**config.mk**
```make
export PLATFORM = sky130hd
export DESIGN_NAME = lut_eval_seq
export DESIGN_NICKNAME = d
export VERILOG_FILES = /design/src/rtl/lut_eval_pkg.sv /design/src/rtl/lut_eval_loader.sv /design/src/rtl/lut_eval_seq.sv
export SDC_FILE = /design/constraint.sdc
export NUM_CORES = 1
export LEC_CHECK = 0
export ABC_AREA = 1
export CORE_UTILIZATION = 40
export CTS_CLUSTER_SIZE = 30
export DETAILED_ROUTE_END_ITERATION = 8
export PLACE_DENSITY_LB_ADDON = 0.1
export RECOVER_POWER = 50
export SLEW_MARGIN = 20
export SYNTH_ARGS = -nofsm -noshare
export SYNTH_HDL_FRONTEND = slang
export SYNTH_SLANG_ARGS = --single-unit
```
**constraint.sdc**
```tcl
create_clock -name clk -period 3.5 [get_ports clk]
set_input_delay 0.7 -clock clk [delete_from_list [all_inputs] [get_ports clk]]
set_output_delay 0.7 -clock clk [all_outputs]
set_load 0.01 [all_outputs]
```
**src/rtl/lut_eval_pkg.sv**
```systemverilog
// Shared types and helpers for the programmable truth-table evaluator.
// The FSM state enum, the table-width function and the row-to-bit mapping
// live here so the top level and the loader agree on them.
package lut_eval_pkg;

  typedef enum logic [1:0] {
    IDLE  = 2'd0,
    LOAD  = 2'd1,
    SWEEP = 2'd2
  } lut_state_e;

  // Widest table supported (N_IN = 6).
  localparam int MAX_TT_W = 64;

  // Number of truth-table entries for n inputs.
  function automatic int tt_width(input int n);
    return 1 << n;
  endfunction

  // Row 0 selects the table MSB; row tt_w-1 selects bit 0.
  function automatic logic row_bit(input logic [MAX_TT_W-1:0] tt,
                                   input int tt_w,
                                   input int r);
    logic [5:0] idx;
    idx = 6'(tt_w - 1 - r);
    return tt[idx];
  endfunction

endpackage

```
**src/rtl/lut_eval_loader.sv**
```systemverilog
// Serial table loader: shifts configuration bits MSB-first into a shadow
// register, counts them, and raises a commit strobe on the final bit. The
// completed table (shadow plus the bit arriving this cycle) is presented on
// commit_tt so the parent can capture it on the same edge.
module lut_eval_loader #(
  parameter int  N_IN = 3,
  localparam int TT_W = 1 << N_IN
) (
  input  logic            clk,
  input  logic            rst_n,
  input  logic            start,
  input  logic            shift,
  input  logic            bit_in,
  output logic            commit,
  output logic [TT_W-1:0] commit_tt
);

  logic [TT_W-2:0] shadow;
  logic [N_IN:0]   bit_cnt;

  assign commit    = shift && (bit_cnt == (N_IN+1)'(TT_W - 1));
  assign commit_tt = {shadow, bit_in};

  // Shadow shift register and bit counter; start or commit clears both.
  always_ff @(posedge clk or negedge rst_n) begin
    if (!rst_n) begin
      shadow  <= '0;
      bit_cnt <= '0;
    end else if (start || commit) begin
      shadow  <= '0;
      bit_cnt <= '0;
    end else if (shift) begin
      shadow  <= commit_tt[TT_W-2:0];
      bit_cnt <= bit_cnt + 1'b1;
    end
  end

endmodule

```
**src/rtl/lut_eval_seq.sv**
```systemverilog
// Programmable N-input truth-table evaluator.
// Holds the control FSM, the committed table, the one-deep output register
// and (optionally) the self-test sweep counter.
// Optional feature: define LUT_EVAL_SWEEP_EN to add the sweep_start /
// sweep_done / sweep_count ports and the SWEEP state.
module lut_eval_seq
  import lut_eval_pkg::*;
#(
  parameter int                          N_IN    = 3,
  parameter logic [tt_width(N_IN)-1:0]   TT_INIT = 8'hE8
) (
  input  logic            clk,
  input  logic            rst_n,
  input  logic            cfg_start,
  input  logic            cfg_valid,
  input  logic            cfg_bit,
  output logic            cfg_busy,
  input  logic            in_valid,
  output logic            in_ready,
  input  logic [N_IN-1:0] in_data,
  output logic            out_valid,
  input  logic            out_ready,
  output logic            out_bit,
  output logic [N_IN-1:0] out_row
`ifdef LUT_EVAL_SWEEP_EN
  ,
  input  logic            sweep_start,
  output logic            sweep_done,
  output logic [N_IN:0]   sweep_count
`endif
);

  localparam int TT_W = tt_width(N_IN);

  localparam logic [1:0] S_IDLE  = IDLE;
  localparam logic [1:0] S_LOAD  = LOAD;
`ifdef LUT_EVAL_SWEEP_EN
  localparam logic [1:0] S_SWEEP = SWEEP;
`endif

  logic [1:0]      state;
  logic [TT_W-1:0] tt;
  logic            ld_start;
  logic            ld_shift;
  logic            commit;
  logic [TT_W-1:0] commit_tt;
  logic            accept;
  logic            vld_p1;
  logic            bit_p1;
  logic [N_IN-1:0] row_p1;

`ifdef LUT_EVAL_SWEEP_EN
  logic [N_IN-1:0] sweep_row;
  logic [N_IN:0]   sweep_acc;
  logic            sweep_bit;

  assign sweep_bit = row_bit(MAX_TT_W'(tt), TT_W, int'(sweep_row));
  // Sweep blocks new requests; a result already held stays valid.
  assign in_ready  = (!vld_p1 || out_ready) && (state != S_SWEEP);
  assign ld_start  = cfg_start && (state != S_SWEEP);
`else
  assign in_ready  = !vld_p1 || out_ready;
  assign ld_start  = cfg_start;
`endif

  // A start pulse in the same cycle as a bit restarts the load and drops the bit.
  assign ld_shift  = cfg_valid && (state == S_LOAD) && !cfg_start;
  assign cfg_busy  = (state == S_LOAD);
  assign accept    = in_valid && in_ready;
  assign out_valid = vld_p1;
  assign out_bit   = bit_p1;
  assign out_row   = row_p1;

  lut_eval_loader #(
    .N_IN (N_IN)
  ) u_loader (
    .clk       (clk),
    .rst_n     (rst_n),
    .start     (ld_start),
    .shift     (ld_shift),
    .bit_in    (cfg_bit),
    .commit    (commit),
    .commit_tt (commit_tt)
  );

  // Control FSM: a pending load start always takes priority over a sweep.
  always_ff @(posedge clk or negedge rst_n) begin
    if (!rst_n) begin
      state <= S_IDLE;
    end else begin
      case (state)
        S_IDLE: begin
          if (cfg_start) begin
            state <= S_LOAD;
          end
`ifdef LUT_EVAL_SWEEP_EN
          else if (sweep_start) begin
            state <= S_SWEEP;
          end
`endif
        end
        S_LOAD: begin
          if (!cfg_start && commit) begin
            state <= S_IDLE;
          end
        end
`ifdef LUT_EVAL_SWEEP_EN
        S_SWEEP: begin
          if (&sweep_row) begin
            state <= S_IDLE;
          end
        end
`endif
        default: state <= S_IDLE;
      endcase
    end
  end

  // Committed table: only a complete load replaces it, on the final-bit edge.
  always_ff @(posedge clk or negedge rst_n) begin
    if (!rst_n) begin
      tt <= TT_INIT;
    end else if (commit) begin
      tt <= commit_tt;
    end
  end

  // ---- stage p1: one-deep output register, holds while stalled ----
  always_ff @(posedge clk or negedge rst_n) begin
    if (!rst_n) begin
      vld_p1 <= 1'b0;
      bit_p1 <= 1'b0;
      row_p1 <= '0;
    end else if (accept) begin
      vld_p1 <= 1'b1;
      bit_p1 <= row_bit(MAX_TT_W'(tt), TT_W, int'(in_data));
      row_p1 <= in_data;
    end else if (out_ready) begin
      vld_p1 <= 1'b0;
    end
  end

`ifdef LUT_EVAL_SWEEP_EN
  // Self-test sweep: walk every row, count ones, publish with a done pulse.
  always_ff @(posedge clk or negedge rst_n) begin
    if (!rst_n) begin
      sweep_row   <= '0;
      sweep_acc   <= '0;
      sweep_count <= '0;
      sweep_done  <= 1'b0;
    end else begin
      sweep_done <= 1'b0;
      if ((state == S_IDLE) && !cfg_start && sweep_start) begin
        sweep_row <= '0;
        sweep_acc <= '0;
      end else if (state == S_SWEEP) begin
        if (&sweep_row) begin
          sweep_count <= sweep_acc + {{N_IN{1'b0}}, sweep_bit};
          sweep_done  <= 1'b1;
        end else begin
          sweep_row <= sweep_row + 1'b1;
          sweep_acc <= sweep_acc + {{N_IN{1'b0}}, sweep_bit};
        end
      end
    end
  end
`endif

endmodule

```
-- Word level (Yosys, flattened, before mapping)
Cells that the tools add are included.
- bits in registers: 26
- bits in writable memories: 0
- latch bits: 0
- memory bits (read-only): 0
- output and inout bits: 7
- word-level logic and storage cells: 38
- input port bits: 10
- memories kept: 0
- multiplexer cells: 11
- $mul: 0
- $add $sub $neg: 2
- bitwise logic cells: 0
- magnitude comparators: 1
- divide/modulo/power cells: 0
- shift operators: 0
- equal/unequal tests: 4
- reduce and logical (&&, ||, !) cells: 13
- operators by type and width (operator ; number):
    2-to-1 mux 7 bit ; 2
    2-to-1 mux 4 bit ; 2
    < comparator 6 x 7 -> 1 bit, second input constant ; 1
    binary-select mux 1 bit (select 6 bit) ; 1
    logical AND 1 bit ; 5
    adder 4 x 1 -> 4 bit, second input constant ; 1
    == test 4 x 3 -> 1 bit, second input constant ; 1
    2-to-1 mux 2 bit ; 2
    one-hot mux 2 bit (2 select lines) ; 1
    nonzero test 2 bit ; 2
    subtractor 3 x 3 -> 4 bit, first input constant ; 1
    2-to-1 mux 1 bit ; 3
    == test 2 x 1 -> 1 bit, second input constant ; 1
    logical NOT 1 bit ; 2
    logical NOT 2 bit ; 1
    logical OR 1 bit ; 2
    inequality test 2 x 1 -> 1 bit, second input constant ; 1
    inequality test 2 bit, second input constant ; 1
    AND reduction 2 bit ; 1

-- Depth between registers and ports, before layout
Gate-level depths: netlist of run 1.
- depth after elaboration: 7
- mapped depth: 6
- depth with buffers taken out: 6

-- Hierarchy
A second synthesis of run 1 with hierarchy kept.
- cells, all modules: 128
- area total of the unflattened synthesis: 1164.9 µm²
- modules (own cells, without submodules) (module ; instances ; seq. area each (µm²) ; area each (µm²) ; cells an instance):
    lut_eval_seq ; 1 ; 355.3 ; 620.6 ; 67
    lut_eval_loader ; 1 ; 275.3 ; 544.3 ; 61

-- Least setup slack after synthesis of run 1
No wires, ideal clock.
- path type: input -> output
- start point: input port out_ready
- end point: output port in_ready
- stages on the path: 2
- buffers on the path: 0
- data required time: 2800 ps
- path slack: 1966 ps
- data arrival time: 834 ps
- cells stage by stage: inv_1 -> nand2_1
- cells in the longest elaborated chain, start to end: 1
- ends and longest elaborated chain (item ; line ; source):
    from (decl) ; lut_eval_seq.sv:22 ; input logic out_ready,
    logical OR 1 bit ; lut_eval_seq.sv:62 ; assign in_ready = !vld_p1 || out_ready;
    to (decl) ; lut_eval_seq.sv:19 ; output logic in_ready,
No other way between the ends.

-- Worst setup path in the final report of run 1
Ends and elaborated chain as after synthesis.

==> impl_metrics.yaml, run 1 <==
critical_path:
  worst_ep_arrival_time_ns: 1.87
  r2r_end: "tt[0]$_DFFE_PN0P_"
  crit-reg2reg-launch: "u_loader.bit_cnt[1]$_DFFE_PN0P_"
  endpoint_kind: "primary output"
  reg2reg_depth: 4
  startpoint_type: "input port"
  worstPathRequired_ns: 2.80
  rrSetupSlack_ns: 2.09
  crit_path_max_fanout: 3
  path_class: "in -> out"
drt:
  vias: 896
  avgViaCountPerCell: 5.01
  antenna_violating_nets_post_route: 0
  wl_per_cell_um: 12.1
  drtIter0Drc: 35
  drt-total-wl_mm: 2.16
  drt-pass1-iter-count: 4
  post-route-drc-count: 0
sta:
  relSlewSlack: 0.191
  hold_viol: 0
  setup_viol: 0
  slew_violations: 0
  min_period_ns: 2.57
  rsz0062_at_grt: "no"
  fmax_ghz: 0.389
  worst_pin_slew_ns: 1.21
  fin_crit_sh: 0.735
  finalSetupTns_ns: 0
  fin_worst_skew_ns: 0.00625
pwr:
  p_comb_frac: 0.135
  power.density_mw_per_mm2: 367
  p_sw_w: 0.000126
  leakage_nw: 0.591
  clock_power_share: 0.255
  vdd_drop_max_v: 0.000262
  p_seq_frac: 0.610
  power_w: 0.000503
  switching_share: 0.251
  p_int_w: 0.000377
layout:
  num_antenna_cells: 0
  multiInputGateArea_sq_um: 443
  fillers: 272
  seq_area_sq_um: 631
  syn_to_final_growth_pct: 16.2
  fin_util: 0.493
  fin_nets: 160
  drive_gt1_frac: 0.115
min_path:
  hold_path_depth: 2
  hold_class: "reg -> reg"
  hold_start: "tt[5]$_DFFE_PN1P_"
  worstHoldEndpoint: "tt[5]$_DFFE_PN1P_"
floorplan:
  core_area_sq_mm: 0.00278
  die-area_sq_mm: 0.00317
  boundaryPins: 17
  die_width_um: 56.3
  start_util: 0.424
  rows: 19
  die_h_um: 56.3
clock_tree:
  cts_hold_buffers: 0
  cts.path.max_buffers: 2
  cts_post_setup_buffers_inserted: 0
  cts.sinks: 25
  clkLatencyLatePin_ns: 0.32
  clockRootBuffer: "clkbuf_4"
  h-tree-depth: 1
  numCtsBuffers: 3
  path_clk_slew_ns: 0.12
  tritoncts: "built"
  cts-resized-gates: 0
synthesis:
  yosys-top-cells-area: "dfrtp_1, nand2_1, dfstp_2"
  synth_common_cells: "nand2_1, dfrtp_1, inv_1, o21ai_0"
  synth_xor_area_frac: 0
  synth_warnings: 0
  syn_nets: 141
  yosysSeqAreaShare: 0.535
  synth.most_common_cell: "nand2_1"
  synth_seq_cells: 25
  synth_top_flop_cell: "dfrtp_1"
  avgSynthCellArea_sq_um: 9.07
  ys_async_sr_fraction: 1.00
  synth_simple_gate_area_frac: 0.260
  synth_compound_area_frac: 0.111
  synth_top_area_share: 0.446
  synth_mux_area_frac: 0
  synth_top_family_by_area: "simple AND/OR/NAND/NOR gates"
  netlist_area_sq_mm: 0.00118
  synth_largest_area_cell: "dfrtp_1"
  synth_adder_area_share: 0.0106
  synth_edf_count: 0
  yosysUniqueCellTypes: 20
  syn_inst: 130
grt:
  first_global_vias: 875
  grt-ovfl-total: 0
  grt_pass1_wl_mm: 3.83
  grt_max_degree: 24
  track_usage: 0.152
  antenna_found_initial: 0
placed_design:
  finalWeightedCongestion: 0.700
  post-dp-hpwl_mm: 1.55
  port_buffers: 16
outcome:
  status: "finished, final reports clean"
run:
  max_cap_viol_count: 0
## flip-flops by register name (all words and copies together), names as in the netlist
register,count
tt,8
u_loader.shadow,7
u_loader.bit_cnt,4
out_row,3
out_bit,1
out_valid,1
state,1
## routing by layer
| metal | share of wire | wire length, um | up-vias | global-route usage |
|---|---|---|---|---|
| met5 | 0 | 0 | - | 0 |
| met4 | 0.011 | 23 | 0 | 0.0627 |
| met3 | 0.037 | 80 | 2 | 0.0276 |
| met2 | 0.48 | 1030 | 17 | 0.257 |
| met1 | 0.47 | 1020 | 417 | 0.193 |
| li1 | - | - | 460 | - |
## cell type report
class	instances	share of cell area
tap	31	0.0283
multi-input combinational	83	0.323
sequential	25	0.460
inverter	19	0.0539
clock buffer	4	0.0192
timing repair buffer	17	0.115
## how the worst max path moves through the flow
stage               startpoint  cells after the start        to  slack (ns)
finish               out_ready                      4  in_ready        0.93
global route         out_ready                      4  in_ready        0.88
CTS                  out_ready                      4  in_ready         1.0
detailed placement   out_ready                      4  in_ready        0.99
global placement     out_ready                      4  in_ready        1.00
floorplan            out_ready                      2  in_ready        1.97
## placed cells by master (no fill, tap or decap), types with 2 or more instances in the layout
master,instances
dfrtp_1,21
clkbuf_1,3
nand3_1,9
inv_1,18
clkbuf_4,3
nand4_1,9
nand2_1,32
a21oi_1,2
dfstp_2,4
o21ai_2,7
o21ai_0,12
clkdlybuf4s50_1,14
nor2_1,7
## metrics by stage
stage	instance area [sq um]	setup slack, ns	hold slack [ns]	cells
after CTS	1390	0.997	0.494	179
after global placement	1360	1.00	0.467	175
after floorplan	1180	1.97	0.404	130
final	1370	0.928	0.492	179
after global routing	1370	0.876	0.513	179
after detailed placement	1360	0.993	0.472	175
## cell families (layout without fill, tap and decap cells)
family / Yosys count / in the layout
flops: 25 / 25
compound gates: 21 / 21
simple gates: 61 / 61
buf+inv: 22 / 40
fa+ha+maj: 1 / 1
## power groups by stage
stage	Combinational, W	Sequential (W)	Clock, W
CTS	0.0000713	0.000307	0.000135
floorplan	0.0000269	0.000315	0
detailed placement	0.0000711	0.000312	0
global route	0.0000759	0.000308	0.000143
global placement	0.0000699	0.000311	0
finish	0.0000680	0.000307	0.000128
## worst max-delay path: stages
cell	delay (ns)
dlygate4sd3_1	0.52
inv_1	0.04
nand2_1	0.08
clkdlybuf4s50_1	0.54
Note: power is estimated with default switching activity, not from simulation.
==> inputs of run 2 (changes only) <==
==> constraint.sdc (replaced) <==
create_clock -name clk -period 2.3 [get_ports clk]
set_input_delay 0.46 -clock clk [delete_from_list [all_inputs] [get_ports clk]]
set_output_delay 0.46 -clock clk [all_outputs]
set_load 0.01 [all_outputs]
==> run 2 against run 1 <==
Compared with the run above: register-to-register slack got worse by 1.3 ns; routed wire length rose by 1.3%; sequential cell count unchanged; global-route usage up 0.32 points; worst hold slack improved by 0.00081 ns; power rose by 52%; combinational power rose by 56%; clock skew fell by 0.0037 ns; critical endpoint unchanged; highest routed layer unchanged.
==> impl_metrics.yaml, run 2 (synthesized netlist as in run 1, its figures left out) <==
floorplan:
  die-area_sq_mm: 0.00317
  start_util: 0.424
  boundaryPins: 17
  core_area_sq_mm: 0.00278
  die_h_um: 56.3
  rows: 19
  die_width_um: 56.3
clock_tree:
  cts-resized-gates: 0
  path_clk_slew_ns: 0.12
  clockRootBuffer: "clkbuf_4"
  clkLatencyLatePin_ns: 0.32
  numCtsBuffers: 3
  cts.sinks: 25
  tritoncts: "built"
  h-tree-depth: 1
  cts_post_setup_buffers_inserted: 0
  cts.path.max_buffers: 2
  cts_hold_buffers: 0
min_path:
  hold_class: "reg -> reg"
  worstHoldEndpoint: "tt[5]$_DFFE_PN1P_"
  hold_path_depth: 2
  hold_start: "tt[5]$_DFFE_PN1P_"
sta:
  finalSetupTns_ns: 0
  worst_pin_slew_ns: 1.32
  rsz0062_at_grt: "no"
  fin_crit_sh: 0.916
  fin_worst_skew_ns: 0.00260
  relSlewSlack: 0.123
  timing.hold.ws_ns: 0.492
  hold_viol: 0
  min_period_ns: 2.11
  slew_violations: 0
  fmax_ghz: 0.475
  setup_viol: 0
critical_path:
  path_class: "in -> out"
  startpoint_type: "input port"
  worstPathRequired_ns: 1.84
  crit_path_max_fanout: 3
  reg2reg_depth: 5
  worst_ep_arrival_time_ns: 1.65
  endpoint_kind: "primary output"
  rrSetupSlack_ns: 0.78
  crit-reg2reg-launch: "u_loader.bit_cnt[1]$_DFFE_PN0P_"
  r2r_end: "tt[0]$_DFFE_PN0P_"
placed_design:
  dp.cells: 176
  port_buffers: 16
  post-dp-hpwl_mm: 1.57
  finalWeightedCongestion: 0.726
grt:
  grt-ovfl-total: 0
  first_global_vias: 914
  grt_max_degree: 26
  grt_pass1_wl_mm: 3.82
  track_usage: 0.156
  antenna_found_initial: 0
drt:
  drt-pass1-iter-count: 4
  drt-total-wl_mm: 2.19
  post-route-drc-count: 0
  avgViaCountPerCell: 5.08
  vias: 914
  antenna_violating_nets_post_route: 0
  drtIter0Drc: 35
  wl_per_cell_um: 12.2
layout:
  layout.cells.non_filler: 180
  fin_util: 0.496
  fillers: 293
  num_antenna_cells: 0
  top_register: "tt"
  syn_to_final_growth_pct: 17.0
  fin_nets: 161
  largestRegisters: "tt (8), u_loader.shadow (7), u_loader.bit_cnt (4)"
  largest_reg_flops: 8
  seq_area_sq_um: 631
  layout_common_cells: "nand2_1, dfrtp_1, inv_1"
  final_common_cell: "nand2_1"
  drive_gt1_frac: 0.128
  multiInputGateArea_sq_um: 438
pwr:
  power_w: 0.000766
  power.density_mw_per_mm2: 556
  vdd_drop_max_v: 0.000337
  leakage_nw: 0.600
run:
  max_cap_viol_count: 0
outcome:
  status: "finished, final reports clean"
==> run 2: worst max-delay path, stage by stage <==
cell	delay (ns)
dlygate4sd3_1	0.52
inv_1	0.04
nand2_1	0.08
clkdlybuf4s50_1	0.54
==> run 2: worst max-delay path by stage <==
stage,from,to,cells past startpoint,slack (ns)
6_report,out_ready,in_ready,4,0.19
5_1_grt,out_ready,in_ready,4,0.13
4_1_cts,out_ready,in_ready,4,0.26
3_5_place_dp,out_ready,in_ready,4,0.27
3_3_place_gp,out_ready,in_ready,4,0.28
2_1_floorplan,u_loader.bit_cnt[1]$_DFFE_PN0P_,u_loader.bit_cnt[3]$_DFFE_PN0P_,5,1.13
==> run 2: metrics by stage <==
step / worst slack, ns / area, sq um
after CTS: 0.261 / 1400
after global placement: 0.281 / 1370
after floorplan: 1.13 / 1180
final: 0.194 / 1380
after global routing: 0.132 / 1380
after detailed placement: 0.271 / 1370
==> run 2: cell type report <==
cell class / count / share of cell area
clock buffers: 4 / 0.0191
flip-flops and latches: 25 / 0.457
inverters: 19 / 0.0535
well taps: 31 / 0.0281
repair buffers: 18 / 0.124
multi-input cells: 83 / 0.318
==> run 2: power breakdown <==
part | leakage [nW] | switching, W | internal, W
sequential | 0.313 | 0.00000955 | 0.000457
clock | 0.0150 | 0.000126 | 0.0000679
combinational | 0.271 | 0.0000561 | 0.0000503
==> run 2: layer usage <==
layer | wire [um] | vias up | global-route usage
met5 | 0 | - | 0
li1 | - | 467 | -
met4 | 42 | 0 | 0.0732
met3 | 87 | 5 | 0.0300
met1 | 1020 | 426 | 0.185
met2 | 1030 | 16 | 0.270
